==> config.mk <==
export PLATFORM = sky130hd
export DESIGN_NAME = dice_input_ctrl
export DESIGN_NICKNAME = d
export VERILOG_FILES = /design/src/rtl/dice_input_ctrl.sv
export SDC_FILE = /design/constraint.sdc
export NUM_CORES = 1
export LEC_CHECK = 0
export BUFFER_PORTS_ARGS = -buffer_cell sky130_fd_sc_hd__buf_2
export CORE_AREA = 4 4 87 89
export DETAILED_ROUTE_END_ITERATION = 12
export DIE_AREA = 0 0 91 93
export PLACE_DENSITY_LB_ADDON = 0.15
export SYNTH_ARGS = -nofsm -noshare
export SYNTH_HDL_FRONTEND = slang
export SYNTH_SLANG_ARGS = --single-unit
export TNS_END_PERCENT = 30
==> constraint.sdc <==
create_clock -name clk -period 4.7 [get_ports clk]
set_clock_uncertainty 0.1 [all_clocks]
set_input_delay 0 -clock clk [delete_from_list [all_inputs] [get_ports clk]]
set_output_delay 0 -clock clk [all_outputs]
set_load 0.005 [all_outputs]
==> src/rtl/dice_input_ctrl.sv <==
// Debounces the cycle and roll push-buttons and keeps the current die face (1..6).
// Optional feature: define DICE_RANDOM_EN so that a roll press loads the face from a free-running counter.
module dice_input_ctrl #(
    parameter int DEBOUNCE_CYCLES = 500000
) (
    input  logic       clk,
    input  logic       rst_full,
    input  logic       btn_cycle_raw,
    input  logic       btn_roll_raw,
    output logic       cycle_pulse,
    output logic       roll_pulse,
    output logic [2:0] dice_value,
    output logic [1:0] btn_state
);

    localparam int          BTN_CYCLE = 0;
    localparam int          BTN_ROLL  = 1;
    localparam logic [19:0] CNT_LAST  = 20'(DEBOUNCE_CYCLES - 1);

    typedef enum logic [1:0] {
        IDLE,
        PRESS_WAIT,
        HELD,
        RELEASE_WAIT
    } btn_fsm_t;

    logic [1:0] raw;
    logic [1:0] sync_a;
    logic [1:0] sync_b;
    logic [1:0] press;

    assign raw = {btn_roll_raw, btn_cycle_raw};

    // NOTE: sequential state uses non-blocking assignments so every flop samples pre-edge values.
    always_ff @(posedge clk) begin
        if (rst_full) begin
            sync_a <= '0;
            sync_b <= '0;
        end else begin
            sync_a <= raw;
            sync_b <= sync_a;
        end
    end

    for (genvar b = 0; b < 2; b++) begin : g_btn
        btn_fsm_t    state;
        logic [19:0] cnt;
        logic        held;

        // The press event is the cycle the counter has seen the last stable sample.
        assign press[b]     = (state == PRESS_WAIT) && sync_b[b] && (cnt == CNT_LAST);
        assign btn_state[b] = held;

        always_ff @(posedge clk) begin
            if (rst_full) begin
                state <= IDLE;
                cnt   <= '0;
                held  <= 1'b0;
            end else begin
                unique case (state)
                    IDLE: begin
                        if (sync_b[b]) begin
                            state <= PRESS_WAIT;
                            cnt   <= '0;
                        end
                    end
                    PRESS_WAIT: begin
                        if (!sync_b[b]) begin
                            state <= IDLE;
                        end else if (cnt == CNT_LAST) begin
                            state <= HELD;
                            held  <= 1'b1;
                        end else begin
                            cnt <= cnt + 20'd1;
                        end
                    end
                    HELD: begin
                        if (!sync_b[b]) begin
                            state <= RELEASE_WAIT;
                            cnt   <= '0;
                        end
                    end
                    RELEASE_WAIT: begin
                        if (sync_b[b]) begin
                            state <= HELD;
                        end else if (cnt == CNT_LAST) begin
                            state <= IDLE;
                            held  <= 1'b0;
                        end else begin
                            cnt <= cnt + 20'd1;
                        end
                    end
                    default: begin
                        state <= IDLE;
                        held  <= 1'b0;
                    end
                endcase
            end
        end
    end

    // Illegal encodings fold back to 1 so the face can never settle on 0 or 7.
    function automatic logic [2:0] next_face(input logic [2:0] v);
        return ((v >= 3'd6) || (v == 3'd0)) ? 3'd1 : v + 3'd1;
    endfunction

`ifdef DICE_RANDOM_EN
    logic [2:0] face_cnt;

    always_ff @(posedge clk) begin
        if (rst_full) begin
            face_cnt <= 3'd1;
        end else begin
            face_cnt <= next_face(face_cnt);
        end
    end
`endif

    always_ff @(posedge clk) begin
        if (rst_full) begin
            cycle_pulse <= 1'b0;
            roll_pulse  <= 1'b0;
            dice_value  <= 3'd1;
        end else begin
            cycle_pulse <= press[BTN_CYCLE];
            roll_pulse  <= press[BTN_ROLL];
`ifdef DICE_RANDOM_EN
            if (press[BTN_ROLL]) begin
                dice_value <= face_cnt;
            end else if (press[BTN_CYCLE]) begin
                dice_value <= next_face(dice_value);
            end
`else
            if (press[BTN_CYCLE]) begin
                dice_value <= next_face(dice_value);
            end
`endif
        end
    end

endmodule

==> impl_metrics.toml <==
[power]
p_sw_share_pct = 23.89
intPower_uw = 583.0
switching_power_uw = 183.0
peakVddDrop_v = 0.0001219
leakagePower_nw = 0.9474
pwr-share-seq_pct = 61.8
power_frac_comb_pct = 3.9
clkPwrFrac_pct = 34.2
cellPowerDensity_mw_per_mm2 = 267.1

[sta]
slew_headroom_pct = 24.06
min_period_ns = 2.859
setup_viol = 0
finalHoldViolCount = 0
worst_slew_pin_slew_ns = 1.139
grt_setup_unrepaired = "false"
finalMaxSlewViolations = 0
finalCritPeriodShare_pct = 60.83
tns_ns = 0
max_freq_ghz = 0.3498

[layout]
final_nets = 345
area_growth_pct = 7.505
n_fill_cell = 690
final_cell_area_sq_mm = 0.002868
drive_gt1_share_pct = 6.805
diodes = 0
fin_cells = 418

[setup_path]
cp_cell_sequence = "or4_1 > or4_4 > or4_1 > or4b_1 > a21oi_1"
start_kind = "flop"
cp-end-kind = "flop"
critPathMaxStageDelay_ns = 0.59
slowest_stage = "or4_1"
crit_fanout = 5
worst_path_most_repeated_cell = "or4_1"
ff2ff_setup_slack_ns = 1.84
arrival_ns = 3.00
cp.required_ns = 4.85
crit_type = "flop to flop"

[cts]
path_clk_slew_ns = 0.10
h-tree-depth = 2
insertion_delay_ns = 0.31
cts_tree = "done"
post_cts_buffers = 0
clkSinkCount = 55
cts_inserted_buffers = 5
clockBufferDepth = 2
root_buffer = "clkbuf_8"

[synthesis]
synth_top_flop_cell = "dfxtp_1"
synth-seq-area-share_pct = 41.28
synthCells = 331
synth_top_family_by_area = "simple AND/OR/NAND/NOR gates"
synthArstFlopShare_pct = 0
synth_xor_area_share_pct = 4.268
synth_compound_area_share_pct = 13.98
yosys_warnings = 0
synth_adder_area_share_pct = 1.876
synth_simple_gate_area_share_pct = 33.02
synth_edf_count = 0
post_synth_num_cell_types = 42
syn_area_sq_mm = 0.002668
synth_seq_cells = 55
syn_nets = 339
synth.area.mux_share_pct = 1.173
avgSynthCellArea_sq_um = 8.059

[drt]
num_vias = 2340
antenna_left = 0
drt_iter0_markers = 144
dr.pass1.iters = 4
route.detailed.drc = 0
wl_per_cell_microns = 13.94
vias_per_cell = 5.598
wirelength_microns = 5825

[global_route]
grt_pass1_vias = 2134
track_usage_pct = 14.52
grt_pass1_wl_microns = 10250
antenna_found_initial = 0
grt-ovfl-total = 0
grt_max_degree = 28

[die]
fp.dieW_microns = 91
coreArea_sq_mm = 0.006756
pin_count = 11
die_h_microns = 93
core.rowCount = 30
start_util_pct = 39.48
dieArea_sq_mm = 0.008463

[worst_hold_path]
hp-class = "input port to flop"

[place]
place_congestion = 0.7908
placed_cells = 408
portBuffers = 10
place_hpwl_microns = 4128
place_area_sq_mm = 0.002764

[outcome]
status = "completed"

[run]
maxCapViolations = 0
==> synthesized netlist by cell type, drive strengths merged (4+ instances only) <==
library cell / number / share of area (%)
inv: 15 / 2.1
ha: 4 / 1.9
nand3: 16 / 3.0
nor2b: 5 / 1.2
or4: 13 / 3.8
nor4: 6 / 1.4
o31ai: 7 / 2.0
dfxtp: 55 / 41
o21ai: 18 / 3.4
xnor2: 8 / 2.6
nand2b: 4 / 0.94
nor4b: 5 / 1.6
nor2: 39 / 5.5
clkbuf: 11 / 1.5
nor3: 5 / 0.94
a21oi: 20 / 3.8
or3: 5 / 1.2
nand2: 36 / 5.1
o211ai: 7 / 2.0
xor2: 5 / 1.6
nand4: 15 / 3.5
==> power groups by stage <==
stage / clock (mW) / combinational [mW] / sequential, mW
final: 0.262 / 0.0300 / 0.474
after global routing: 0.291 / 0.0340 / 0.475
after CTS: 0.272 / 0.0306 / 0.474
after detailed placement: 0 / 0.0293 / 0.484
after global placement: 0 / 0.0292 / 0.485
after floorplan: 0 / 0.0232 / 0.483
==> logic make-up (layout without fill, tap and decap cells) <==
| kind of cell | count (synthesis) | in the layout |
|---|---|---|
| mux | 3 | 3 |
| compound gates | 62 | 62 |
| buf+inv | 29 | 36 |
| simple gates | 165 | 165 |
| xor+xnor | 13 | 13 |
| fa+ha+maj | 4 | 4 |
| flops | 55 | 55 |
==> critical path: cells and delay by family (launching register included) <==
family	cells	cell delay, ns
flops	1	0.35
simple gates	4	2.19
compound gates	1	0.14
==> sequential cells by signal (all words and copies together) (netlist names), named ones only <==
signal,flops
g_btn.cnt,40
roll_pulse,1
sync_b,2
cycle_pulse,1
sync_a,2
dice_value,3
g_btn.state,2
g_btn.held,2
==> cell type report <==
type / count / area, sq um / area share, %
clock buffer: 5 / 68.82 / 2.400
tap: 80 / 100.1 / 3.490
sequential: 55 / 1101 / 38.39
multi-input combinational: 247 / 1449 / 50.52
timing repair buffer: 13 / 77.57 / 2.705
clock inverter: 3 / 15.01 / 0.5236
inverter: 15 / 56.30 / 1.963
==> placed cells by master, fill, tap and decap left out, types with 2 or more instances in the layout <==
cell            n
xor2_1          5
nand4b_1        3
dlygate4sd3_1   2
nor4b_1         5
dfxtp_1        55
o211ai_1        7
nor3_1          5
clkinv_2        3
and4_1          3
inv_1          15
a21o_1          2
buf_2          10
nand2_1        36
o21ai_0        18
nor4_1          6
and2_1          3
nor2b_1         5
o31ai_1         7
ha_1            4
or4_1          11
nand3_1        16
or3_1           5
a21oi_1        20
mux2i_1         2
nand2b_1        4
nand3b_1        3
nand4_1        15
clkbuf_8        5
nor2_1         39
xnor2_1         8
o21bai_1        3
==> through the flow <==
| stage | hold slack [ns] | util [%] | setup WS [ns] | total power [mW] |
|---|---|---|---|---|
| 2_1_floorplan | 0.02818 | - | 1.966 | 0.5063 |
| 6_report | 0.01541 | 42.44 | 1.841 | 0.7660 |
| 3_3_place_gp | 0.1068 | 40.91 | 1.897 | 0.5137 |
| 3_5_place_dp | 0.1157 | 40.91 | 1.850 | 0.5138 |
| 5_1_grt | 0.02840 | 42.44 | 1.745 | 0.8001 |
| 4_1_cts | 0.01897 | 42.44 | 1.828 | 0.7760 |
==> layer usage <==
metal	vias up	global-route usage (%)	wire, microns
li1	1200	-	-
met1	1101	20.36	2871
met5	-	0	0
met4	0	4.146	62
met3	5	3.138	248
met2	34	22.44	2642
==> final timing paths <==
check	cells after the start	start	endpoint
setup / recovery	5	g_btn[0].cnt[7]	dice_value[2]
hold / removal	2	rst_full	g_btn[1].state[0]
setup reg to reg	5	g_btn[0].cnt[7]	dice_value[2]
hold reg to reg	1	sync_a[0]	sync_b[0]
==> repair_timing <==
item / 4_1_cts / 5_1_grt
hold buffers: 2 / 0
hold endpoints to repair: 2 / 0
gates resized for setup: 0 / 0
(Power assumes the default switching activity.)
